**src/rtl/stream_switcher_pkg.sv**
```systemverilog
// Shared definitions for the stream switcher: beat payload shape, switch FSM
// states and the selector-width helper.
`ifndef STREAM_SWITCHER_PKG_SV
`define STREAM_SWITCHER_PKG_SV

// Payload carried through each register slice: last flag above the data word.
`define STREAM_SWITCHER_BEAT_T(DW) struct packed { logic last; logic [(DW)-1:0] data; }

package stream_switcher_pkg;

    typedef enum logic [1:0] {
        IDLE,
        DRAIN,
        SWITCH
    } sw_state_t;

    function automatic int sel_width(input int nch);
        return (nch > 1) ? $clog2(nch) : 1;
    endfunction

endpackage

`endif

```
**src/rtl/stream_reg_slice.sv**
```systemverilog
// One-entry valid/ready register slice: one cycle of latency, full throughput
// because a full entry can be replaced on the same edge it drains.
module stream_reg_slice #(
    parameter int DATA_W = 17
) (
    input  logic              clk,
    input  logic              rst,
    input  logic              s_valid,
    output logic              s_ready,
    input  logic [DATA_W-1:0] s_data,
    output logic              m_valid,
    input  logic              m_ready,
    output logic [DATA_W-1:0] m_data
);

    logic              vld_p0;
    logic [DATA_W-1:0] data_p0;

    assign s_ready = !vld_p0 || m_ready;

    // stage p0: the single holding register
    always_ff @(posedge clk or posedge rst) begin
        if (rst) begin
            vld_p0  <= 1'b0;
            data_p0 <= '0;
        end else if (s_ready) begin
            vld_p0 <= s_valid;
            if (s_valid) data_p0 <= s_data;
        end
    end

    assign m_valid = vld_p0;
    assign m_data  = data_p0;

endmodule

```
**src/rtl/stream_switcher.sv**
```systemverilog
// Registered channel switcher: routes one upstream port to one of NCH channel
// ports in both directions, changing channel only between packets once drained.
module stream_switcher
    import stream_switcher_pkg::*;
#(
    parameter  int NCH  = 8,
    parameter  int W    = 16,
    localparam int SELW = sel_width(NCH)
) (
    input  logic                    CLK,
    input  logic                    RST,
    input  logic [SELW-1:0]         SEL,
    input  logic                    SEL_REQ,
    output logic                    SEL_ACK,
    output logic                    SEL_ERR,
    output logic [SELW-1:0]         CUR_SEL,
    input  logic [W-1:0]            DIN,
    input  logic                    DIN_VALID,
    input  logic                    DIN_LAST,
    output logic                    DIN_READY,
    output logic [NCH-1:0][W-1:0]   SEL_DOUT,
    output logic [NCH-1:0]          SEL_DOUT_VALID,
    output logic [NCH-1:0]          SEL_DOUT_LAST,
    input  logic [NCH-1:0]          SEL_DOUT_READY,
    input  logic [NCH-1:0][W-1:0]   SEL_DIN,
    input  logic [NCH-1:0]          SEL_DIN_VALID,
    input  logic [NCH-1:0]          SEL_DIN_LAST,
    output logic [NCH-1:0]          SEL_DIN_READY,
    output logic [W-1:0]            DOUT,
    output logic                    DOUT_VALID,
    output logic                    DOUT_LAST,
    input  logic                    DOUT_READY
);

    typedef `STREAM_SWITCHER_BEAT_T(W) beat_t;

    sw_state_t       state;
    logic [SELW-1:0] cur_sel;
    logic            sel_ack, sel_err;
    logic            dn_open, up_open;
    logic            dn_en, up_en, sel_ok, drained;
    logic            dn_s_ready, dn_m_valid, up_s_ready, up_m_valid;
    logic            up_in_valid, up_rdy;
    beat_t           dn_in, dn_out, up_in, up_out;

    assign sel_ok = int'(SEL) < NCH;
    assign drained = !dn_open && !up_open && !dn_m_valid && !up_m_valid;

    // While draining, only the remainder of an already-open packet may enter.
    assign dn_en = (state == IDLE) || ((state == DRAIN) && dn_open);
    assign up_en = (state == IDLE) || ((state == DRAIN) && up_open);

    assign dn_in.last  = DIN_LAST;
    assign dn_in.data  = DIN;
    assign DIN_READY   = dn_s_ready && dn_en;

    assign up_in_valid = SEL_DIN_VALID[cur_sel];
    assign up_in.last  = SEL_DIN_LAST[cur_sel];
    assign up_in.data  = SEL_DIN[cur_sel];
    assign up_rdy      = up_s_ready && up_en;

    stream_reg_slice #(.DATA_W(W + 1)) u_dn_slice (
        .clk     (CLK),
        .rst     (RST),
        .s_valid (DIN_VALID && dn_en),
        .s_ready (dn_s_ready),
        .s_data  (dn_in),
        .m_valid (dn_m_valid),
        .m_ready (SEL_DOUT_READY[cur_sel]),
        .m_data  (dn_out)
    );

    stream_reg_slice #(.DATA_W(W + 1)) u_up_slice (
        .clk     (CLK),
        .rst     (RST),
        .s_valid (up_in_valid && up_en),
        .s_ready (up_s_ready),
        .s_data  (up_in),
        .m_valid (up_m_valid),
        .m_ready (DOUT_READY),
        .m_data  (up_out)
    );

    always_comb begin
        SEL_DOUT       = '0;
        SEL_DOUT_VALID = '0;
        SEL_DOUT_LAST  = '0;
        SEL_DIN_READY  = '0;
        for (int i = 0; i < NCH; i++) begin
            SEL_DOUT[i] = dn_out.data;
            if (cur_sel == SELW'(i)) begin
                SEL_DOUT_VALID[i] = dn_m_valid;
                SEL_DOUT_LAST[i]  = dn_m_valid && dn_out.last;
                SEL_DIN_READY[i]  = up_rdy;
            end
        end
    end

    always_ff @(posedge CLK or posedge RST) begin
        if (RST) begin
            dn_open <= 1'b0;
            up_open <= 1'b0;
        end else begin
            if (DIN_VALID && DIN_READY) dn_open <= !DIN_LAST;
            if (up_in_valid && up_rdy)  up_open <= !up_in.last;
        end
    end

    // A request still held high while ACK/ERR is showing is the one just served.
    always_ff @(posedge CLK or posedge RST) begin
        if (RST) begin
            state   <= IDLE;
            cur_sel <= '0;
            sel_ack <= 1'b0;
            sel_err <= 1'b0;
        end else begin
            sel_ack <= 1'b0;
            sel_err <= 1'b0;
            case (state)
                IDLE: begin
                    if (SEL_REQ && !sel_ack && !sel_err) begin
                        if (sel_ok) state <= DRAIN;
                        else        sel_err <= 1'b1;
                    end
                end
                DRAIN: begin
                    if (!SEL_REQ)     state <= IDLE;
                    else if (drained) state <= SWITCH;
                end
                SWITCH: begin
                    state <= IDLE;
                    if (sel_ok) begin
                        cur_sel <= SEL;
                        sel_ack <= 1'b1;
                    end else begin
                        sel_err <= 1'b1;
                    end
                end
                default: state <= IDLE;
            endcase
        end
    end

    assign SEL_ACK    = sel_ack;
    assign SEL_ERR    = sel_err;
    assign CUR_SEL    = cur_sel;
    assign DOUT       = up_out.data;
    assign DOUT_VALID = up_m_valid;
    assign DOUT_LAST  = up_m_valid && up_out.last;

endmodule

```
**config.mk**
```make
export PLATFORM = sky130hd
export DESIGN_NAME = stream_switcher
export DESIGN_NICKNAME = d
export VERILOG_FILES = /design/src/rtl/stream_switcher_pkg.sv /design/src/rtl/stream_reg_slice.sv /design/src/rtl/stream_switcher.sv
export SDC_FILE = /design/constraint.sdc
export NUM_CORES = 1
export LEC_CHECK = 0
export ABC_AREA = 1
export CAP_MARGIN = 10
export CELL_PAD_IN_SITES_DETAIL_PLACEMENT = 0
export CELL_PAD_IN_SITES_GLOBAL_PLACEMENT = 1
export CORE_ASPECT_RATIO = 0.8
export CORE_MARGIN = 5
export CORE_UTILIZATION = 21
export CTS_BUF_LIST = sky130_fd_sc_hd__clkbuf_4 sky130_fd_sc_hd__clkbuf_8 sky130_fd_sc_hd__clkbuf_16
export CTS_CLUSTER_SIZE = 24
export DETAILED_ROUTE_END_ITERATION = 10
export PLACE_DENSITY = 0.91
export SYNTH_ARGS = -nofsm -noshare
export SYNTH_HDL_FRONTEND = slang
export SYNTH_SLANG_ARGS = --single-unit
```
**constraint.sdc**
```tcl
create_clock -name CLK -period 2.1 [get_ports CLK]
set_input_delay 0.21 -clock CLK [delete_from_list [all_inputs] [get_ports CLK]]
set_output_delay 0.21 -clock CLK [all_outputs]
set_load 0.05 [all_outputs]
```
Word-level counts from Yosys, hierarchy flattened
Index checks and enable logic that the tools add are counted.

operators by class
  add/subtract/negate cells = 0
  multipliers = 0
  divide/modulo/power cells = 0
  order comparisons = 1
  equality and inequality tests = 11
  shift-type cells = 0
  mux-type cells = 37
  bitwise operators = 0
  reductions and logical operators = 30

operator list
  cell                                                                  count
  16-bit binary-select mux with 3-bit select                            1
  1-bit two-way mux                                                     28
  16-bit two-way mux                                                    1
  1-bit logical AND                                                     14
  3-bit == test, second input constant                                  4
  1-bit binary-select mux with 3-bit select                             3
  1-bit logical NOT                                                     7
  3-bit by 2-bit == test with 1-bit output, second input constant       2
  2-bit two-way mux                                                     3
  2-bit AND reduction                                                   3
  1-bit logical OR                                                      4
  3-bit by 4-bit < comparator with 1-bit output, second input constant  1
  2-bit case mux with 2 select lines                                    1
  3-bit by 1-bit == test with 1-bit output, second input constant       1
  3-bit logical NOT                                                     1
  3-bit != test, second input constant                                  1
  2-bit by 1-bit == test with 1-bit output, second input constant       1
  2-bit == test, second input constant                                  1
  2-bit logical NOT                                                     1
  2-bit by 1-bit != test with 1-bit output, second input constant       1

word-level totals
  bits in registers = 44
  bits in latches = 0
  RAM bits = 0
  ROM bits = 0
  bits of input ports = 177
  output and inout bits = 176
  logic and storage cells = 88
  memories = 0

Logic depth before layout (Yosys ltp)
Gate-level depths: netlist of run 1.

  depth in word-level cells = 7
  depth in mapped cells = 12
  depth with buffers taken out = 10

Modules after synthesis
A second synthesis of run 1 with hierarchy kept.

unflattened totals
  cells, all modules = 639
  area total of the unflattened synthesis = 4224.1 µm²

by module, submodules not included
  module            times used  cells an instance  area each (µm²)  sequential area each (µm²)
  stream_switcher   1           481                2710.1           200.2
  stream_reg_slice  2           79                 757.0            450.4

Least setup slack after synthesis of run 1
OpenSTA, ideal clock, no wires.

  path kind = register -> output
  start = reg cur_sel[0], in the netlist CUR_SEL[0]
  end = out SEL_DIN_READY[5]
  arrival = 2.066 ns
  required time = 1.890 ns
  path slack = -0.176 ns
  stages on the path, launching flop included = 8
  path buffers = 3
  path through = dfrtp_1 > buf_6 > inv_4 > nor2_2 > buf_4 > buf_2 > nand2_1 > nor2_1

on the way
  longest elaborated chain between the ends = 2

RTL lines
  item                    RTL line                text
  from (decl)             stream_switcher.sv:38   logic [SELW-1:0] cur_sel;
  from (signal assigned)  stream_switcher.sv:113  cur_sel <= '0;
  from (signal assigned)  stream_switcher.sv:133  cur_sel <= SEL;
  3-bit == test           stream_switcher.sv:91   if (cur_sel == SELW'(i)) begin
  1-bit two-way mux       stream_switcher.sv:91
  to (decl)               stream_switcher.sv:28   output logic [NCH-1:0] SEL_DIN_READY,

No other way between the ends.

Final worst setup path of run 1
  start = reg cur_sel[1], in the netlist CUR_SEL[1]
  end = out CUR_SEL[1]

RTL lines
  item       RTL line               text
  to (decl)  stream_switcher.sv:16  output logic [SELW-1:0] CUR_SEL,

No word-level cell between the ends.

==> results of run 1 <==
synth_stat cells (2+ instances only):
library cell / n / area, sq um
a22oi_4: 2 / 42.5
buf_2: 15 / 75.1
buf_4: 150 / 1130
buf_6: 3 / 33.8
clkbuf_1: 4 / 15.0
clkinv_1: 2 / 7.51
dfrtp_1: 44 / 1100
inv_1: 9 / 33.8
inv_2: 5 / 18.8
nand2_1: 307 / 1150
nand3_1: 39 / 195
nand4_1: 36 / 225
nor2_1: 26 / 97.6
nor2_2: 5 / 31.3
o21ai_0: 4 / 20.0
sequential cells by signal, indices dropped and copies added, names as in the netlist:
register	count
SEL_ACK	1
CUR_SEL	3
u_up_slice.m_valid	1
state	2
dn_open	1
up_open	1
u_up_slice.m_data	17
u_dn_slice.m_data	17
u_dn_slice.m_valid	1
final cells by class:
| cell class | instances | area, sq um |
|---|---|---|
| well taps | 264 | 330 |
| multi-input cells | 429 | 1930 |
| flip-flops and latches | 44 | 1100 |
| repair buffers | 369 | 3780 |
| clock inverters | 3 | 46.3 |
| clock buffers | 5 | 125 |
| inverters | 17 | 66.3 |
| fillers | 2112 | 12600 |
stage by stage:
stage	area (sq um)	setup slack, ns
3_3_place_gp	7210	0.206
2_1_floorplan	4360	-0.176
3_5_place_dp	7210	0.211
5_1_grt	7390	0.0114
6_report	7390	0.148
4_1_cts	7380	0.00497
cells in the final DEF, fill, tap and decap left out:
cell type / count
clkdlybuf4s50_1: 324
nand2_1: 307
dfrtp_1: 43
nand3_1: 39
nand4_1: 36
buf_4: 29
nor2_2: 20
buf_12: 16
inv_1: 8
nor2_1: 8
inv_2: 6
clkbuf_16: 5
o21ai_0: 4
nor2_4: 3
a22oi_4: 2
clkinv_1: 2
dfrtp_2: 1
inv_4: 1
nand3_4: 1
or2_2: 1
o211ai_2: 1
nor2_8: 1
nand2_8: 1
nand2_2: 1
a2111oi_0: 1
nand3b_1: 1
o31ai_1: 1
conb_1: 1
clkinvlp_4: 1
inv_6: 1
bufinv_16: 1
metal layers:
layer	part of all wire, %	up-vias	GRT usage (%)
met1	43	2134	19.0
met3	6.7	18	3.33
met5	0.049	-	0
li1	-	2339	-
met4	1.5	2	3.28
met2	49	172	25.4
how the worst max path moves through the flow:
stage               start                    end  depth (start not counted)
6_report       CUR_SEL[1]             CUR_SEL[1]                          1
4_1_cts        CUR_SEL[0]       SEL_DIN_READY[5]                          6
3_5_place_dp   CUR_SEL[0]  u_up_slice.m_data[12]                          8
5_1_grt        CUR_SEL[0]              DIN_READY                         10
3_3_place_gp   CUR_SEL[0]  u_up_slice.m_data[12]                          8
2_1_floorplan  CUR_SEL[0]       SEL_DIN_READY[5]                          7
timing repair:
| action | CTS | global route |
|---|---|---|
| resized for setup | 0 | 1 |
| buffers inserted | 0 | 1 |
| endpoints found under the setup margin | 0 | 11 |
cells by family (layout without fill, tap and decap cells):
| kind of cell | count (synthesis) | after routing | share of synthesized area [%] |
|---|---|---|---|
| flops | 44 | 44 | 25.5 |
| simple gates | 419 | 419 | 41.3 |
| compound gates | 9 | 9 | 2.12 |
| other cells | 1 | 1 | 0.0870 |
| buf+inv | 191 | 394 | 31.0 |
==> impl_metrics.ini, run 1 <==
[setup_path]
timing.rr.end = u_up_slice.m_data[12]
slowest_stage = clkdlybuf4s50_1
worstPathArrival_ns = 1.74
crit_type = reg2out
cp-start-kind = register
r2r_setup_slack_ns = 0.25
critical_path_buf_inv_count = 1
worstReg2RegStart = CUR_SEL[1]
cp_cell_sequence = clkdlybuf4s50_1
slowest_delay_ns = 0.89
worst_ep_required_time_ns = 1.89
cp_max_fo = 7
ff2ff_path_depth = 8
cp_top_family = buffers and inverters
end_kind = output pin

[placement]
gp_congestion = 0.819
dpl.hpwl_um = 15100
port_buffers = 351
numPlacedInstances = 1122

[drt]
route.detailed.drc = 0
viasPerCell = 4.12
first_iter_violations = 248
wirelength_um = 18400
vias = 4665
first_pass_iters = 4
ant_nets = 0
avgRoutedWirePerCell_um = 16.3

[final_layout]
fin_nets = 1043
drive_gt1_share_pct = 10.6
diodes = 0
fin_util_pct = 36.9
layoutNonFillerInstCount = 1131
area_delta_synth_final_pct = 71.3

[floorplanning]
die_h_um = 138
io-pin-count = 353
row_count = 46
core_area_sq_um = 20000
die_area_sq_um = 23500
die_x_um = 170
start_util_pct = 21.5

[clocking]
cts_inserted_buffers = 5
cts.sinks = 44
cts_tree = done
cts_max_path_buffers = 2
holdBufCountCts = 0
insertion_delay_ns = 0.29
clockRootBuffer = clkbuf_16
htree_levels = 2
path_clk_slew_ns = 0.07

[sta]
skew_ns = 0.00714
slew_headroom_pct = 61.3
max_freq_mhz = 512
final.setup.tns_ns = 0
fin_crit_ns = 1.95
final_max_slew_viol_count = 0
holdWs_ns = 0.242
finalHoldViolCount = 0
rsz0062_at_grt = no
worstMarginPinSlew_ns = 0.579
setup_viol = 0
fin_crit_sh_pct = 93.0

[yosys]
netlist_area_sq_um = 4310
synth-edff-count = 0
ys.warnings.count = 0
ys_seq_area_share_pct = 25.5
synth_fp_nets = 841
syn_inst = 664
async_flop_share_pct = 100
syn_avg_cell_area_sq_um = 6.49
yosys_register_bits = 44
synthDistinctLibCells = 28
ys.flop_type = dfrtp_1

[job]
drv_cap = 0

[global_route]
grt_max_degree = 36
grt-ovfl-total = 0
grt.total_usage_pct = 14.8
grt_pass1_vias = 4613
antenna_found_initial = 1
grt_pass1_wl_um = 27700

[run_status]
outcome = finished, final reports clean

[hold_path]
hold_class = in2async
Power of run 1 is not shown: default switching activity piles up to over one toggle a cycle in this logic, so the estimate is an artifact.
==> run 2: changes to the inputs <==
PLACE_DENSITY = 0.87   (was 0.91)
TNS_END_PERCENT = 30   (was not set)
==> impl_metrics.ini, run 2 (synthesis results as in run 1) <==
[job]
drv_cap = 0

[clocking]
htree_levels = 2
insertion_delay_ns = 0.30
path_clk_slew_ns = 0.07
cts_resized = 2
postCtsSetupBuffers = 0
clockRootBuffer = clkbuf_16
cts.sinks = 44
cts_max_path_buffers = 2
cts_inserted_buffers = 5
holdBufCountCts = 0
cts_tree = done

[final_layout]
area_delta_synth_final_pct = 69.9
n_fill_cell = 2126
fin_nets = 1041
final_common_cell = clkdlybuf4s50_1
drive_gt1_share_pct = 8.67
layoutNonFillerInstCount = 1129
diodes = 0
layout_common_cells = clkdlybuf4s50_1 (324), nand2_1 (307), dfrtp_1 (42)

[global_route]
grt_pass1_vias = 4827
grt.total_usage_pct = 15.2
antenna_found_initial = 0
grt_max_degree = 35
grt_pass1_wl_um = 28400
grt-ovfl-total = 0

[sta]
worstMarginPinSlew_ns = 0.606
setup_viol = 0
rsz0062_at_grt = yes
max_freq_mhz = 508
holdWs_ns = 0.236
final.setup.tns_ns = 0
fin_crit_ns = 1.97
finalHoldViolCount = 0
final_max_slew_viol_count = 0
skew_ns = 0.00903
slew_headroom_pct = 59.5
finalWorstSetupSlack_ns = 0.133
fin_crit_sh_pct = 93.7

[floorplanning]
row_count = 46
die_h_um = 138
die_area_sq_um = 23500
io-pin-count = 353
die_x_um = 170
core_area_sq_um = 20000
start_util_pct = 21.5

[setup_path]
cp_max_fo = 31
cp-start-kind = register
crit_top_cell = buf_12
slowest_delay_ns = 0.51
worst_ep_required_time_ns = 1.89
r2r_setup_slack_ns = 0.27
end_kind = output pin
cp_cell_sequence = inv_4 -> nor2_4 -> buf_12 -> nand2_1 -> nor2_1 -> buf_12
crit_type = reg2out
slowest_stage = dfrtp_2
worstPathArrival_ns = 1.76

[hold_path]
hold_class = in2async

[placement]
numPlacedInstances = 1121
gp_congestion = 0.773
dp_slack_ns = 0.120
port_buffers = 351
dpl.hpwl_um = 15000

[drt]
viasPerCell = 4.19
ant_nets = 0
route.detailed.drc = 0
vias = 4727
first_iter_violations = 207
first_pass_iters = 4
wirelength_um = 18400
avgRoutedWirePerCell_um = 16.3

[run_status]
outcome = finished, final reports clean
==> run 2: cell types whose count changed in the layout (fill, tap and decap cells not counted) <==
cell,previous run,this run
dfrtp_2,1,2
nand3_1,39,38
nand3_2,0,1
nor2_2,20,3
buf_4,29,28
nor2_1,8,25
dfrtp_1,43,42
buf_12,16,15
==> run 2: final timing paths <==
check | from | endpoint | cells past startpoint
max in group asynchronous | RST | u_up_slice.m_data[5] | 3
max | CUR_SEL[0] | SEL_DIN_READY[5] | 6
min | RST | state[0] | 2
min reg2reg | u_up_slice.m_data[3] | u_up_slice.m_data[3] | 2
max reg2reg | CUR_SEL[1] | u_up_slice.m_data[1] | 9
min in group CLK | DIN[8] | u_dn_slice.m_data[8] | 3
==> run 2: cell type report <==
cell class              count  area, sq um  share of cell area (%)
inverters                  17         66.3                   0.906
clock buffers               5          125                    1.71
flip-flops and latches     44         1100                    15.1
multi-input cells         429         1900                    25.9
well taps                 264          330                    4.51
clock inverters             3         46.3                   0.632
repair buffers            367         3750                    51.3
==> run 2: metrics by stage <==
step / area [sq um] / utilization, %
after CTS: 7320 / 36.5
after floorplan: 4310 / -
after global placement: 7140 / 35.7
final: 7320 / 36.6
after detailed placement: 7140 / 35.7
after global routing: 7320 / 36.6
==> run 2: metal layers <==
metal	GRT usage (%)	vias to the layer above	wire [um]
li1	-	2339	-
met1	19.5	2179	7960
met2	26.2	192	8930
met3	2.91	17	1290
met4	3.49	0	274
met5	0	-	0
==> run 2: worst max-delay path, delay by kind of cell, from the launching register on <==
family / cells / cell delay, ns
AND/OR/NAND/NOR: 3 / 0.47
flip-flops: 1 / 0.51
buffers and inverters: 3 / 0.46
Power of run 2 is left out for the same reason.
==> run 3: changes to the inputs <==
clock period = 1.85 ns   (was 2.1 ns; I/O delays follow)
==> impl_metrics.ini, run 3 (synthesis results as in run 1) <==
[run_status]
outcome = complete, but fails checks
violations = negative setup slack

[global_route]
grt-ovfl-total = 0
grt_max_degree = 45
grt_pass1_wl_um = 28600
antenna_found_initial = 0
grt_pass1_vias = 4874
grt.total_usage_pct = 15.4

[sta]
worstMarginPinSlew_ns = 0.533
finalWorstSetupSlack_ns = -0.00520
skew_ns = 0.00711
slew_headroom_pct = 64.3
fin_crit_sh_pct = 100
fin_crit_ns = 1.86
final.setup.tns_ns = -0.00925
max_freq_mhz = 539
finalHoldViolCount = 0
setup_viol = 2
final_max_slew_viol_count = 0
rsz0062_at_grt = yes

[final_layout]
diodes = 0
fin_util_pct = 38.6
drive_gt1_share_pct = 24.1
fin_nets = 1059
area_delta_synth_final_pct = 79.6
layout_common_cells = nand2_1 (298), clkdlybuf4s50_1 (194), buf_4 (112)
final_common_cell = nand2_1

[floorplanning]
io-pin-count = 353
row_count = 46
core_area_sq_um = 20000
die_h_um = 138
die_x_um = 170
die_area_sq_um = 23500
start_util_pct = 21.5

[clocking]
htree_levels = 2
holdBufCountCts = 0
insertion_delay_ns = 0.29
cts_tree = done
path_clk_slew_ns = 0.07
cts_inserted_buffers = 5
clockRootBuffer = clkbuf_16
cts_max_path_buffers = 2
cts.sinks = 44

[placement]
port_buffers = 351
gp_congestion = 0.791
dpl.hpwl_um = 15100

[setup_path]
worstPathArrival_ns = 1.67
end_kind = output pin
cp-start-kind = register
crit_start = CUR_SEL[1]
worstReg2RegStart = CUR_SEL[0]
cp_max_fo = 27
crit_type = reg2out
worst_ep_required_time_ns = 1.66

[drt]
ant_nets = 0
route.detailed.drc = 0
avgRoutedWirePerCell_um = 16.7
first_iter_violations = 220
wirelength_um = 19100
viasPerCell = 4.20
first_pass_iters = 4
vias = 4814

[job]
drv_cap = 0

[hold_path]
hold_class = in2async
==> run 3: cell types whose count changed in the layout (fill, tap and decap cells not counted), moves of 15 or more <==
cell,before,now
dlymetal6s2s_1,0,28
buf_12,15,34
buf_4,28,112
nor2_1,25,2
clkdlybuf4s50_1,324,194
dlygate4sd2_1,0,15
nor2_4,3,20
==> run 3: worst paths after layout <==
| path | end | slack, ns | depth (start not counted) |
|---|---|---|---|
| max | SEL_DOUT_VALID[4] | -0.005 | 5 |
| min | SEL_ACK | 0.26 | 3 |
| max reg2reg | u_up_slice.m_data[4] | 0.12 | 10 |
| min reg2reg | u_up_slice.m_data[15] | 0.48 | 2 |
| max in group asynchronous | CUR_SEL[0] | 1.36 | 3 |
| min in group CLK | u_dn_slice.m_data[12] | 0.44 | 3 |
==> run 3: layout make-up <==
class,count,area [sq um]
Tap cell,264,330
Timing Repair Buffer,385,3990
Clock inverter,3,46.3
Multi-Input combinational cell,429,2080
Sequential cell,44,1100
Inverter,17,70.1
Fill cell,2074,12300
Clock buffer,5,125
==> run 3: metrics by stage <==
step	area [sq um]	hold WS, ns	setup slack (ns)	std cells
3_3_place_gp	7350	0.463	0.177	1130
3_5_place_dp	7350	0.465	0.171	1130
5_1_grt	7740	0.282	-0.0757	1147
6_report	7740	0.258	-0.00520	1147
4_1_cts	7620	0.254	-0.00699	1145
2_1_floorplan	4450	0.306	-0.129	664
==> run 3: repair_timing <==
item | 4_1_cts | 5_1_grt
setup endpoints to repair | 56 | 48
cloned | 1 | 0
pin swaps | 6 | 2
buffers inserted | 6 | 2
resized for setup | 24 | 36
==> run 3: critical path, cell delays in order (launching register included) <==
cell	delay, ns
dfrtp_2	0.47
nor2_4	0.23
buf_12	0.22
nand2_2	0.12
nor2_2	0.15
buf_12	0.15
==> run 3: per-layer routing <==
layer | global-route usage (%) | routed length [um] | up-vias
met5 | 0 | 0 | -
met1 | 19.7 | 7970 | 2219
met2 | 26.1 | 9360 | 201
li1 | - | - | 2379
met3 | 3.53 | 1560 | 15
met4 | 3.78 | 248 | 0
Power of run 3 is left out for the same reason.
